File: src/rtl/alu_seq_core.sv
// alu_seq_core: WIDTH-bit sequential ALU fed by a shared opcode/A/B beat
// stream over valid/ready, returning one result beat (two for multiply)
// with status flags {err, ovf, neg, zero, carry}.
// Optional multiplier: define ALU_MUL_EN to build the shift-add MUL path;
// otherwise opcode 8 is reported as illegal.
module alu_seq_core #(
  parameter int WIDTH      = 8,
  parameter int MUL_CYCLES = WIDTH
) (
  input  logic             CLK,
  input  logic             rst,
  input  logic [WIDTH-1:0] in_data,
  input  logic             in_valid,
  output logic             in_ready,
  output logic [WIDTH-1:0] out_data,
  output logic [4:0]       out_flags,
  output logic             out_last,
  output logic             out_valid,
  input  logic             out_ready
);

  // MUL_CYCLES is informational only; it must track WIDTH.
  if (WIDTH < 4 || MUL_CYCLES != WIDTH) begin : g_bad_cfg
    $error("alu_seq_core: WIDTH must be >= 4 and MUL_CYCLES must equal WIDTH");
  end

  typedef enum logic [3:0] {
    OP_ADD = 4'd0,
    OP_SUB = 4'd1,
    OP_AND = 4'd2,
    OP_OR  = 4'd3,
    OP_XOR = 4'd4,
    OP_NOT = 4'd5,
    OP_SHL = 4'd6,
    OP_SHR = 4'd7,
    OP_MUL = 4'd8
  } opcode_t;

  typedef enum logic [2:0] {
    GET_OP,
    GET_A,
    GET_B,
    EXEC,
`ifdef ALU_MUL_EN
    MUL,
    OUT_HI,
`endif
    OUT_LO
  } state_t;

  localparam logic [WIDTH-1:0] W_VAL = WIDTH'(WIDTH);

  state_t           state;
  logic [3:0]       op_reg;
  logic [WIDTH-1:0] a_reg;
  logic [WIDTH-1:0] b_reg;
  logic [WIDTH-1:0] res_data;
  logic [4:0]       res_flags;

  logic [WIDTH:0]   add_sum;
  logic [WIDTH:0]   sub_dif;
  logic [WIDTH:0]   shl_ext;
  logic [WIDTH:0]   shr_ext;
  logic             big_shift;
  logic [WIDTH-1:0] exec_res;
  logic             exec_carry;
  logic             exec_ovf;
  logic             exec_err;
  logic [4:0]       exec_flags;

  // Single-cycle ALU result and flags from the captured operands
  always_comb begin
    add_sum   = {1'b0, a_reg} + {1'b0, b_reg};
    sub_dif   = {1'b0, a_reg} - {1'b0, b_reg};
    // One extra bit on each side keeps the last bit shifted out visible.
    shl_ext   = {1'b0, a_reg} << b_reg;
    shr_ext   = {a_reg, 1'b0} >> b_reg;
    big_shift = (b_reg >= W_VAL);
    exec_res   = '0;
    exec_carry = 1'b0;
    exec_ovf   = 1'b0;
    exec_err   = 1'b0;
    case (op_reg)
      OP_ADD: begin
        exec_res   = add_sum[WIDTH-1:0];
        exec_carry = add_sum[WIDTH];
        exec_ovf   = (a_reg[WIDTH-1] == b_reg[WIDTH-1]) &&
                     (add_sum[WIDTH-1] != a_reg[WIDTH-1]);
      end
      OP_SUB: begin
        exec_res   = sub_dif[WIDTH-1:0];
        exec_carry = sub_dif[WIDTH];
        exec_ovf   = (a_reg[WIDTH-1] != b_reg[WIDTH-1]) &&
                     (sub_dif[WIDTH-1] != a_reg[WIDTH-1]);
      end
      OP_AND: exec_res = a_reg & b_reg;
      OP_OR:  exec_res = a_reg | b_reg;
      OP_XOR: exec_res = a_reg ^ b_reg;
      OP_NOT: exec_res = ~a_reg;
      OP_SHL: begin
        exec_res   = big_shift ? '0 : shl_ext[WIDTH-1:0];
        exec_carry = shl_ext[WIDTH];
      end
      OP_SHR: begin
        exec_res   = big_shift ? '0 : shr_ext[WIDTH:1];
        exec_carry = shr_ext[0];
      end
      default: exec_err = 1'b1;
    endcase
    exec_flags = exec_err ? 5'b10000
                          : {1'b0, exec_ovf, exec_res[WIDTH-1], (exec_res == '0), exec_carry};
  end

`ifdef ALU_MUL_EN
  localparam int CNT_W = (MUL_CYCLES > 1) ? $clog2(MUL_CYCLES) : 1;
  localparam logic [CNT_W-1:0] MUL_LAST = CNT_W'(MUL_CYCLES - 1);

  logic [2*WIDTH-1:0] prod;
  logic [2*WIDTH-1:0] prod_next;
  logic [WIDTH:0]     mul_sum;
  logic [CNT_W-1:0]   mul_cnt;
  logic               is_mul;

  assign is_mul = (op_reg == OP_MUL);

  // One shift-add step: multiplier sits in the low half and shifts out
  // while the partial product accumulates into the high half.
  always_comb begin
    mul_sum   = {1'b0, prod[2*WIDTH-1:WIDTH]} + (prod[0] ? {1'b0, a_reg} : '0);
    prod_next = {mul_sum, prod[WIDTH-1:1]};
  end
`endif

  // Control FSM with registered handshake and output beat registers
  always_ff @(posedge CLK or negedge rst) begin
    if (!rst) begin
      state     <= GET_OP;
      in_ready  <= 1'b0;
      out_valid <= 1'b0;
      out_data  <= '0;
      out_flags <= '0;
      out_last  <= 1'b0;
      op_reg    <= '0;
      a_reg     <= '0;
      b_reg     <= '0;
      res_data  <= '0;
      res_flags <= '0;
`ifdef ALU_MUL_EN
      prod      <= '0;
      mul_cnt   <= '0;
`endif
    end else begin
      case (state)
        GET_OP: begin
          in_ready <= 1'b1;
          if (in_valid && in_ready) begin
            op_reg <= in_data[3:0];
            state  <= GET_A;
          end
        end
        GET_A: begin
          if (in_valid && in_ready) begin
            a_reg <= in_data;
            state <= GET_B;
          end
        end
        GET_B: begin
          if (in_valid && in_ready) begin
            b_reg    <= in_data;
            in_ready <= 1'b0;
`ifdef ALU_MUL_EN
            if (is_mul) begin
              prod    <= {{WIDTH{1'b0}}, in_data};
              mul_cnt <= '0;
              state   <= MUL;
            end else begin
              state <= EXEC;
            end
`else
            state <= EXEC;
`endif
          end
        end
        EXEC: begin
          res_data  <= exec_res;
          res_flags <= exec_flags;
          state     <= OUT_LO;
        end
`ifdef ALU_MUL_EN
        MUL: begin
          prod    <= prod_next;
          mul_cnt <= mul_cnt + 1'b1;
          if (mul_cnt == MUL_LAST) begin
            res_data  <= prod_next[WIDTH-1:0];
            res_flags <= {2'b00, prod_next[2*WIDTH-1], (prod_next == '0), 1'b0};
            state     <= OUT_LO;
          end
        end
`endif
        OUT_LO: begin
          if (!out_valid) begin
            out_valid <= 1'b1;
            out_data  <= res_data;
            out_flags <= res_flags;
`ifdef ALU_MUL_EN
            out_last  <= !is_mul;
`else
            out_last  <= 1'b1;
`endif
          end else if (out_ready) begin
`ifdef ALU_MUL_EN
            if (is_mul) begin
              out_data <= prod[2*WIDTH-1:WIDTH];
              out_last <= 1'b1;
              state    <= OUT_HI;
            end else begin
              out_valid <= 1'b0;
              in_ready  <= 1'b1;
              state     <= GET_OP;
            end
`else
            out_valid <= 1'b0;
            in_ready  <= 1'b1;
            state     <= GET_OP;
`endif
          end
        end
`ifdef ALU_MUL_EN
        OUT_HI: begin
          if (out_ready) begin
            out_valid <= 1'b0;
            in_ready  <= 1'b1;
            state     <= GET_OP;
          end
        end
`endif
        default: begin
          in_ready  <= 1'b0;
          out_valid <= 1'b0;
          state     <= GET_OP;
        end
      endcase
    end
  end

endmodule
File: config.mk
export PLATFORM = sky130hd
export DESIGN_NAME = alu_seq_core
export DESIGN_NICKNAME = d
export VERILOG_FILES = /design/src/rtl/alu_seq_core.sv
export SDC_FILE = /design/constraint.sdc
export NUM_CORES = 1
export LEC_CHECK = 0
export CAP_MARGIN = 10
export CORE_MARGIN = 1
export CORE_UTILIZATION = 30
export CTS_CLUSTER_DIAMETER = 120
export CTS_CLUSTER_SIZE = 10
export DETAILED_ROUTE_END_ITERATION = 16
export GPL_TIMING_DRIVEN = 0
export HOLD_SLACK_MARGIN = 0.02
export PLACE_DENSITY = 0.54
export SETUP_SLACK_MARGIN = 0.15
export SYNTH_ARGS = -nofsm -noshare
export SYNTH_HDL_FRONTEND = slang
export SYNTH_SLANG_ARGS = --single-unit
File: constraint.sdc
create_clock -name CLK -period 5.65 [get_ports CLK]
set_input_delay 0.565 -clock CLK [delete_from_list [all_inputs] [get_ports CLK]]
set_output_delay 0.565 -clock CLK [all_outputs]
set_load 0.02 [all_outputs]
==> results.toml, run 1 <==
[timing]
drv_slew = 0
finalSetupTns_ps = 0
rsz0062_at_grt = "false"
hold_viol_final = 0
fin_worst_skew_ps = 9.06
worst_pin_slew_ps = 994
maxSlewHeadroom = 0.332
setup_viol = 0
fmax_mhz = 285
period_needed_ps = 3510
min_period_over_period = 0.621

[cts]
numCtsBuffers = 5
h-tree-depth = 2
clkSinkCount = 50
holdBufCountCts = 0
clock_latency_ps = 290
cts_root_buf = "clkbuf_16"
cts_buffer_depth = 2
post_cts_resized = 0
cts_tree = "done"
path_clk_slew_ps = 70
post-cts-setup-buffers = 0

[critical_path]
crit_arrival_ps = 3690
r2r_slack_ps = 2140
cp.required_ps = 5830
cp-start-kind = "register"
worstReg2RegStart = "a_reg[7]$_DFFE_PN0P_"
end_kind = "register"
rr_worst_depth = 9
r2r-end = "res_flags[1]$_DFFE_PN0P_"
critPathMaxFanout = 9
criticalPathCategory = "register to register"

[grt]
grt_pass1_vias = 3188
track_usage = 0.184
grt_start_max_net_pins = 41
antenna_found_initial = 0
grt_first_pass_wirelength_um = 18400
overflow = 0

[synthesis]
synth_top_area_cell = "dfrtp_1"
synthTopCellsByArea = "dfrtp_1 (32%), mux2_2 (7.9%), ha_1 (7.8%)"
synth_area_um2 = 3850
synth-edff-count = 0
yosysSeqAreaShare = 0.325
syn-num-nets = 469
synth-seq-cells = 50
syn-instance-count = 431
synthArstFlopShare = 1.00
synth_ff_type = "dfrtp_1"
synth_warnings = 0
synth_cell_types = 67
avgSynthCellArea_um2 = 8.94
netlist.area_leader.share = 0.325

[drt]
routed_via_density = 5.33
drtAntennaViolNets = 0
firstDrtPassIters = 5
wire_per_inst_um = 18.2
drtIter0Drc = 295
route.detailed.drc = 0
dr_total_vias = 3403
drt-total-wl_um = 11600

[floorplanning]
num_rows = 41
initial_core_util = 0.307
die_w_um = 115
dieHeight_um = 115
ios = 28
core-area_um2 = 12600
fp.dieArea_um2 = 13300

[cells_and_area]
drive_above_1_share = 0.111
finalNetCount = 504
final_common_cell = "dfrtp_1"
diodes = 0
layout_common_cells = "dfrtp_1 (50), nand2_1 (40), o21ai_0 (32)"
final_cell_area_um2 = 4500
syn_to_final_growth_pct = 16.8

[job]
drv_cap = 0

[status]
outcome = "finished, final reports clean"

[power_and_ir_drop]
leakagePower_nw = 1.81
power.density_nw_per_um2 = 653
ir_drop_mv = 0.235

[placement]
io_buffers = 27
gp_congestion = 0.915
place_area_um2 = 4350
dp_hpwl_um = 8930

[hold_path]
hold_path.class = "primary input to asynchronous set/reset pin"
-- worst max path at each step --
stage | start | to | cells after the start
global route | a_reg[4]$_DFFE_PN0P_ | res_flags[1]$_DFFE_PN0P_ | 10
global placement | a_reg[7]$_DFFE_PN0P_ | res_flags[1]$_DFFE_PN0P_ | 9
detailed placement | a_reg[7]$_DFFE_PN0P_ | res_flags[1]$_DFFE_PN0P_ | 9
CTS | a_reg[7]$_DFFE_PN0P_ | res_flags[1]$_DFFE_PN0P_ | 9
finish | a_reg[7]$_DFFE_PN0P_ | res_flags[1]$_DFFE_PN0P_ | 9
floorplan | b_reg[1]$_DFFE_PN0P_ | res_flags[1]$_DFFE_PN0P_ | 10
-- routing by layer --
| layer | global-route usage | vias up | wire, um |
|---|---|---|---|
| li1 | - | 1640 | - |
| met1 | 0.267 | 1626 | 5570 |
| met2 | 0.283 | 122 | 5190 |
| met3 | 0.0258 | 15 | 628 |
| met4 | 0.0494 | 0 | 236 |
| met5 | 0 | - | 0 |
-- final cells by class --
| cell class | instances | area, um^2 |
|---|---|---|
| plain buffers | 32 | 133 |
| clock inverters | 3 | 21.3 |
| fillers | 1307 | 8070 |
| clock buffers | 5 | 125 |
| well taps | 172 | 215 |
| repair buffers | 28 | 285 |
| inverters | 23 | 86.3 |
| multi-input cells | 326 | 2380 |
| flip-flops and latches | 50 | 1250 |
-- cells in the mapped netlist (all sizes together), types with 3 or more instances --
cell type  count
and3           3
clkbuf        27
nor3           9
dfrtp         50
buf            5
nand2b        10
nor2b          4
nor3b          5
a2bb2oi        3
o211ai         4
mux2          28
nand3          8
nand4          5
nand3b         6
a211oi         6
o21ai         32
a21oi         29
nor4           4
a221o          3
mux4           4
ha            24
or3            3
inv           22
o21bai         4
mux2i         12
nand2         40
a221oi         3
xnor2          6
nor2          28
a21o           3
o22ai          5
-- through the flow --
stage	util	hold WS, ps	total power [W]	setup slack (ps)	instances
2_1_floorplan	-	269	0.00204	2760	431
3_3_place_gp	0.345	451	0.00262	2170	630
3_5_place_dp	0.346	462	0.00261	2240	631
4_1_cts	0.358	182	0.00293	2200	639
5_1_grt	0.358	186	0.00319	1950	639
6_report	0.358	181	0.00294	2140	639
-- worst max-delay path, stage by stage, from the launching register on --
cell and delay (ps):
dfrtp_1 370, clkbuf_1 460, inv_1 280, ha_1 450
nor2_1 220, a21oi_1 70, a32o_1 260, or4_1 400
or4_4 550, o41ai_2 330
-- where the power goes --
group | switching (W) | internal, W | leakage [nW] | total (W)
sequential | 0.000168 | 0.000513 | 0.631 | 0.000681
clock | 0.000136 | 0.000164 | 0.0698 | 0.000300
combinational | 0.00116 | 0.000802 | 1.11 | 0.00196
total | 0.00146 | 0.00148 | 1.81 | 0.00294
-- cells by family after synthesis --
logic type	count (synthesis)	share of synthesized area
buffers and inverters	55	0.0568
xor gates and xnor gates	8	0.0182
DFF	50	0.325
adders and majority gates	26	0.0883
AOI/OAI and AO/OA	115	0.198
and+or+nand+nor	133	0.177
muxes	44	0.137
(Power assumes the default switching activity.)
==> run 2: changes to the inputs <==
- clock period: 5.65 -> 3.3 ns (I/O delays scaled with it)
==> run 2 against run 1 <==
Compared with the run above: critical path depth unchanged; sequential cell count unchanged; design area increased by 1.4%; global-route usage about the same; critical endpoint unchanged; highest routed layer unchanged.
==> results.toml, run 2 (synthesis results as in run 1) <==
[cells_and_area]
fillCellCount = 1296
post-route-util = 0.363
syn_to_final_growth_pct = 18.4
layout_common_cells = "dfrtp_1 (49), nand2_1 (40), o21ai_0 (31)"
finalNetCount = 505
drive_above_1_share = 0.147
regArea_um2 = 1250
final_common_cell = "dfrtp_1"
multi_input_area_um2 = 2410
diodes = 0

[power_and_ir_drop]
finalPower_w = 0.00515
ir_drop_mv = 0.441
internal_power_w = 0.00259
leakagePower_nw = 1.85
swShare = 0.497
p_switching_w = 0.00256
seq_power_share = 0.227
clkPwrFrac = 0.100
power.density_nw_per_um2 = 1130
combPwrFrac = 0.673

[critical_path]
critPathMaxFanout = 9
crit_path_max_incr_delay_ps = 530
critical_path_buf_inv_count = 3
slowest_stage = "or4_4"
end_kind = "register"
path_cells = "clkbuf_1, inv_1, ha_1, clkbuf_1, nand2_1, o21ai_2, mux2i_1, or4_4, o41ai_2"
cp-start-kind = "register"
critical_path.top_delay_family = "buffers and inverters"
criticalPathCategory = "register to register"
cp.required_ps = 3490
crit_arrival_ps = 3160
cpMostUsedCell = "clkbuf_1"

[grt]
grt_pass1_vias = 3170
overflow = 0
grt_start_max_net_pins = 41
antenna_found_initial = 0
track_usage = 0.184
grt_first_pass_wirelength_um = 18400

[timing]
worst_pin_slew_ps = 997
fmax_mhz = 336
fin_worst_skew_ps = 8.91
period_needed_ps = 2970
min_period_over_period = 0.901
hold_viol_final = 0
rsz0062_at_grt = "false"
drv_slew = 0
setup_viol = 0
maxSlewHeadroom = 0.330

[drt]
dr_total_vias = 3436
route.detailed.drc = 0
drtAntennaViolNets = 0
firstDrtPassIters = 5
routed_via_density = 5.37
drt-total-wl_um = 11700
wire_per_inst_um = 18.3
drtIter0Drc = 263

[floorplanning]
fp.dieArea_um2 = 13300
initial_core_util = 0.307
die_w_um = 115
dieHeight_um = 115
ios = 28
core-area_um2 = 12600
num_rows = 41

[cts]
cts_root_buf = "clkbuf_16"
cts_tree = "done"
clock_latency_ps = 290
clkSinkCount = 50
h-tree-depth = 2
numCtsBuffers = 5
path_clk_slew_ps = 70
cts_buffer_depth = 2
post-cts-setup-buffers = 0

[placement]
gp_congestion = 0.915
io_buffers = 27
dp_hpwl_um = 8930

[status]
outcome = "finished, final reports clean"

[hold_path]
hold_path.class = "register to register"

[job]
drv_cap = 0
==> run 2: changes by cell type in the layout (fill, tap and decap cells not counted), sizes merged <==
cell / previous run / this run
clkinv: 3 / 2
clkinvlp: 1 / 2
dlygate4sd3: 0 / 1
==> run 2: final cells by class <==
type	count	share of cell area
Multi-Input combinational cell	326	0.529
Sequential cell	50	0.275
Timing Repair Buffer	29	0.0647
Tap cell	172	0.0472
Buffer	32	0.0321
Clock buffer	5	0.0274
Inverter	23	0.0203
Clock inverter	3	0.00466
==> run 2: final timing paths <==
kind                                            from                  endpoint  slack [ps]  cells past startpoint
worst max-delay path            a_reg[6]$_DFFE_PN0P_  res_flags[1]$_DFFE_PN0P_         330                      9
worst min-delay path            out_last$_DFFE_PN0P_      out_last$_DFFE_PN0P_         470                      1
worst max register to register  a_reg[6]$_DFFE_PN0P_  res_flags[1]$_DFFE_PN0P_         330                      9
worst min register to register  out_last$_DFFE_PN0P_      out_last$_DFFE_PN0P_         470                      1
max in group asynchronous                        rst      a_reg[4]$_DFFE_PN0P_        2280                      3
min in group asynchronous                        rst      a_reg[1]$_DFFE_PN0P_         480                      2
==> run 2: through the flow <==
stage,TNS [ps],std cells,instance area [um^2],hold WS (ps),worst slack [ps]
global placement,-205,630,4340,451,-181
detailed placement,-108,631,4350,258,-108
floorplan,0,431,3850,34.4,413
finish,0,640,4560,471,325
CTS,0,640,4520,480,151
global route,0,640,4560,503,198
==> run 2: layer usage <==
layer | GRT usage | part of all wire
met4 | 0.0390 | 0.020
met2 | 0.289 | 0.45
met3 | 0.0253 | 0.045
met1 | 0.268 | 0.49
met5 | 0 | 0
==> run 2: power groups by stage <==
stage	logic [W]	registers, W	clock network, W
floorplan	0.00233	0.00116	0
global placement	0.00333	0.00116	0
detailed placement	0.00329	0.00118	0
CTS	0.00334	0.00117	0.000535
global route	0.00378	0.00121	0.000558
finish	0.00346	0.00117	0.000516
==> run 2: worst register-to-register path, delay by kind of cell, from the launching register on <==
kind / cells / cell delay (ps)
mux: 1 / 100
buf+inv: 3 / 870
simple gates: 2 / 650
compound gates: 2 / 550
flops: 1 / 380
fa+ha+maj: 1 / 320
==> run 2: repair_timing <==
action	CTS	global route
hold buffers	1	0
endpoints found under the setup margin	3	2
resized for setup	8	17
hold endpoints to repair	10	0
==> run 3: changes to the inputs <==
==> constraint.sdc (replaced) <==
create_clock -name CLK -period 3.3 [get_ports CLK]
set_input_delay 0.66 -clock CLK [delete_from_list [all_inputs] [get_ports CLK]]
set_output_delay 0.66 -clock CLK [all_outputs]
set_load 0.02 [all_outputs]
==> run 3 against run 2 <==
Compared with the run above: final cell count fell by 0.16%; combinational power barely moved; global-route usage did not move; maximum frequency rose by 0.32%; non-clock buffer count fell by 1; sequential power barely moved; critical path type unchanged; critical endpoint unchanged.
==> results.toml, run 3 (synthesis results as in run 1) <==
[job]
drv_cap = 0

[timing]
period_needed_ps = 2970
min_period_over_period = 0.899
fin_worst_skew_ps = 8.89
fmax_mhz = 337
setup_viol = 0
whs_ps = 274
maxSlewHeadroom = 0.326
drv_slew = 0
worst_pin_slew_ps = 1000
rsz0062_at_grt = "false"
hold_viol_final = 0

[drt]
routed_via_density = 5.35
dr_total_vias = 3419
drtIter0Drc = 262
route.detailed.drc = 0
drtAntennaViolNets = 0
firstDrtPassIters = 5
drt-total-wl_um = 11700
wire_per_inst_um = 18.4

[cts]
post-cts-setup-buffers = 0
cts_tree = "done"
post_cts_resized = 8
numCtsBuffers = 5
cts_root_buf = "clkbuf_16"
holdBufCountCts = 0
h-tree-depth = 2
clock_latency_ps = 290
cts_buffer_depth = 2
path_clk_slew_ps = 70
clkSinkCount = 50

[grt]
overflow = 0
grt_first_pass_wirelength_um = 18400
track_usage = 0.184
grt_start_max_net_pins = 41
antenna_found_initial = 0
grt_pass1_vias = 3170

[cells_and_area]
diodes = 0
finalNetCount = 504
final_cells = 639
final_cell_area_um2 = 4550
syn_to_final_growth_pct = 18.1
final_common_cell = "dfrtp_1"
drive_above_1_share = 0.148
post-route-util = 0.362
layout_common_cells = "dfrtp_1 (49), nand2_1 (40), o21ai_0 (31)"

[critical_path]
critPathMaxFanout = 9
criticalPathCategory = "register to register"
path_cells = "buf_4, clkinvlp_4, ha_4, nor2_2, a21oi_1, a32o_1, or4_1, or4_4, o41ai_2"
cp.required_ps = 3490
end_kind = "register"
cp-start-kind = "register"
r2r_slack_ps = 330
crit_path_max_incr_delay_ps = 550
slowest_stage = "or4_4"
crit_arrival_ps = 3150

[power_and_ir_drop]
power.density_nw_per_um2 = 1130
ir_drop_mv = 0.439
finalPower_w = 0.00515
leakagePower_nw = 1.84

[floorplanning]
core-area_um2 = 12600
initial_core_util = 0.307
die_w_um = 115
dieHeight_um = 115
fp.dieArea_um2 = 13300
ios = 28
num_rows = 41

[placement]
gp_congestion = 0.915
dp_hpwl_um = 8930
place_area_um2 = 4350
placed_cells = 631
io_buffers = 27

[hold_path]
hold_path.class = "primary input to asynchronous set/reset pin"

[status]
outcome = "finished, final reports clean"
[run 3: changes by cell type in the layout (fill, tap and decap cells not counted)]
| cell | delta |
|---|---|
| dlygate4sd3_1 | -1 |
[run 3: critical path, delay by kind of cell, from the launching register on]
family | cells | cell delay, ps
DFF | 1 | 380
AOI/OAI and AO/OA | 3 | 630
buffers and inverters | 2 | 420
adders and majority gates | 1 | 320
and+or+nand+nor | 3 | 1090
[run 3: worst paths after layout]
check                                     startpoint                       end  depth (start not counted)
max in group asynchronous                        rst      a_reg[4]$_DFFE_PN0P_                          2
worst min register to register  out_last$_DFFE_PN0P_      out_last$_DFFE_PN0P_                          1
worst max-delay path            a_reg[7]$_DFFE_PN0P_  res_flags[1]$_DFFE_PN0P_                          9
worst max register to register  a_reg[7]$_DFFE_PN0P_  res_flags[1]$_DFFE_PN0P_                          9
worst min-delay path                             rst      a_reg[1]$_DFFE_PN0P_                          1
min in group CLK                out_last$_DFFE_PN0P_      out_last$_DFFE_PN0P_                          1
[run 3: layout make-up]
type                       count  area, um^2
multi-input combinational    326        2410
timing repair buffer          28         285
clock inverter                 3        21.3
buffer                        32         146
fill                        1297        8020
sequential                    50        1250
tap                          172         215
clock buffer                   5         125
inverter                      23        92.6
[run 3: routing by layer]
layer | vias to the layer above | share of wire | routed length (um) | track usage
met3 | 15 | 0.041 | 487 | 0.0253
li1 | 1640 | - | - | -
met2 | 107 | 0.45 | 5270 | 0.289
met5 | - | 0 | 0 | 0
met4 | 0 | 0.017 | 200 | 0.0390
met1 | 1657 | 0.49 | 5790 | 0.268
[run 3: power by group]
group          internal (W)  leakage (nW)  switching (W)  total [W]
clock network      0.000281        0.0698       0.000236   0.000517
registers          0.000879         0.630       0.000292    0.00117
logic               0.00143          1.14        0.00204    0.00347
total               0.00259          1.84        0.00256    0.00515
[run 3: per-stage QoR]
| stage | setup TNS (ps) | setup WS, ps |
|---|---|---|
| after floorplan | 0 | 413 |
| after global placement | -1070 | -181 |
| after detailed placement | -108 | -108 |
| after CTS | 0 | 151 |
| after global routing | 0 | 198 |
| final | 0 | 335 |
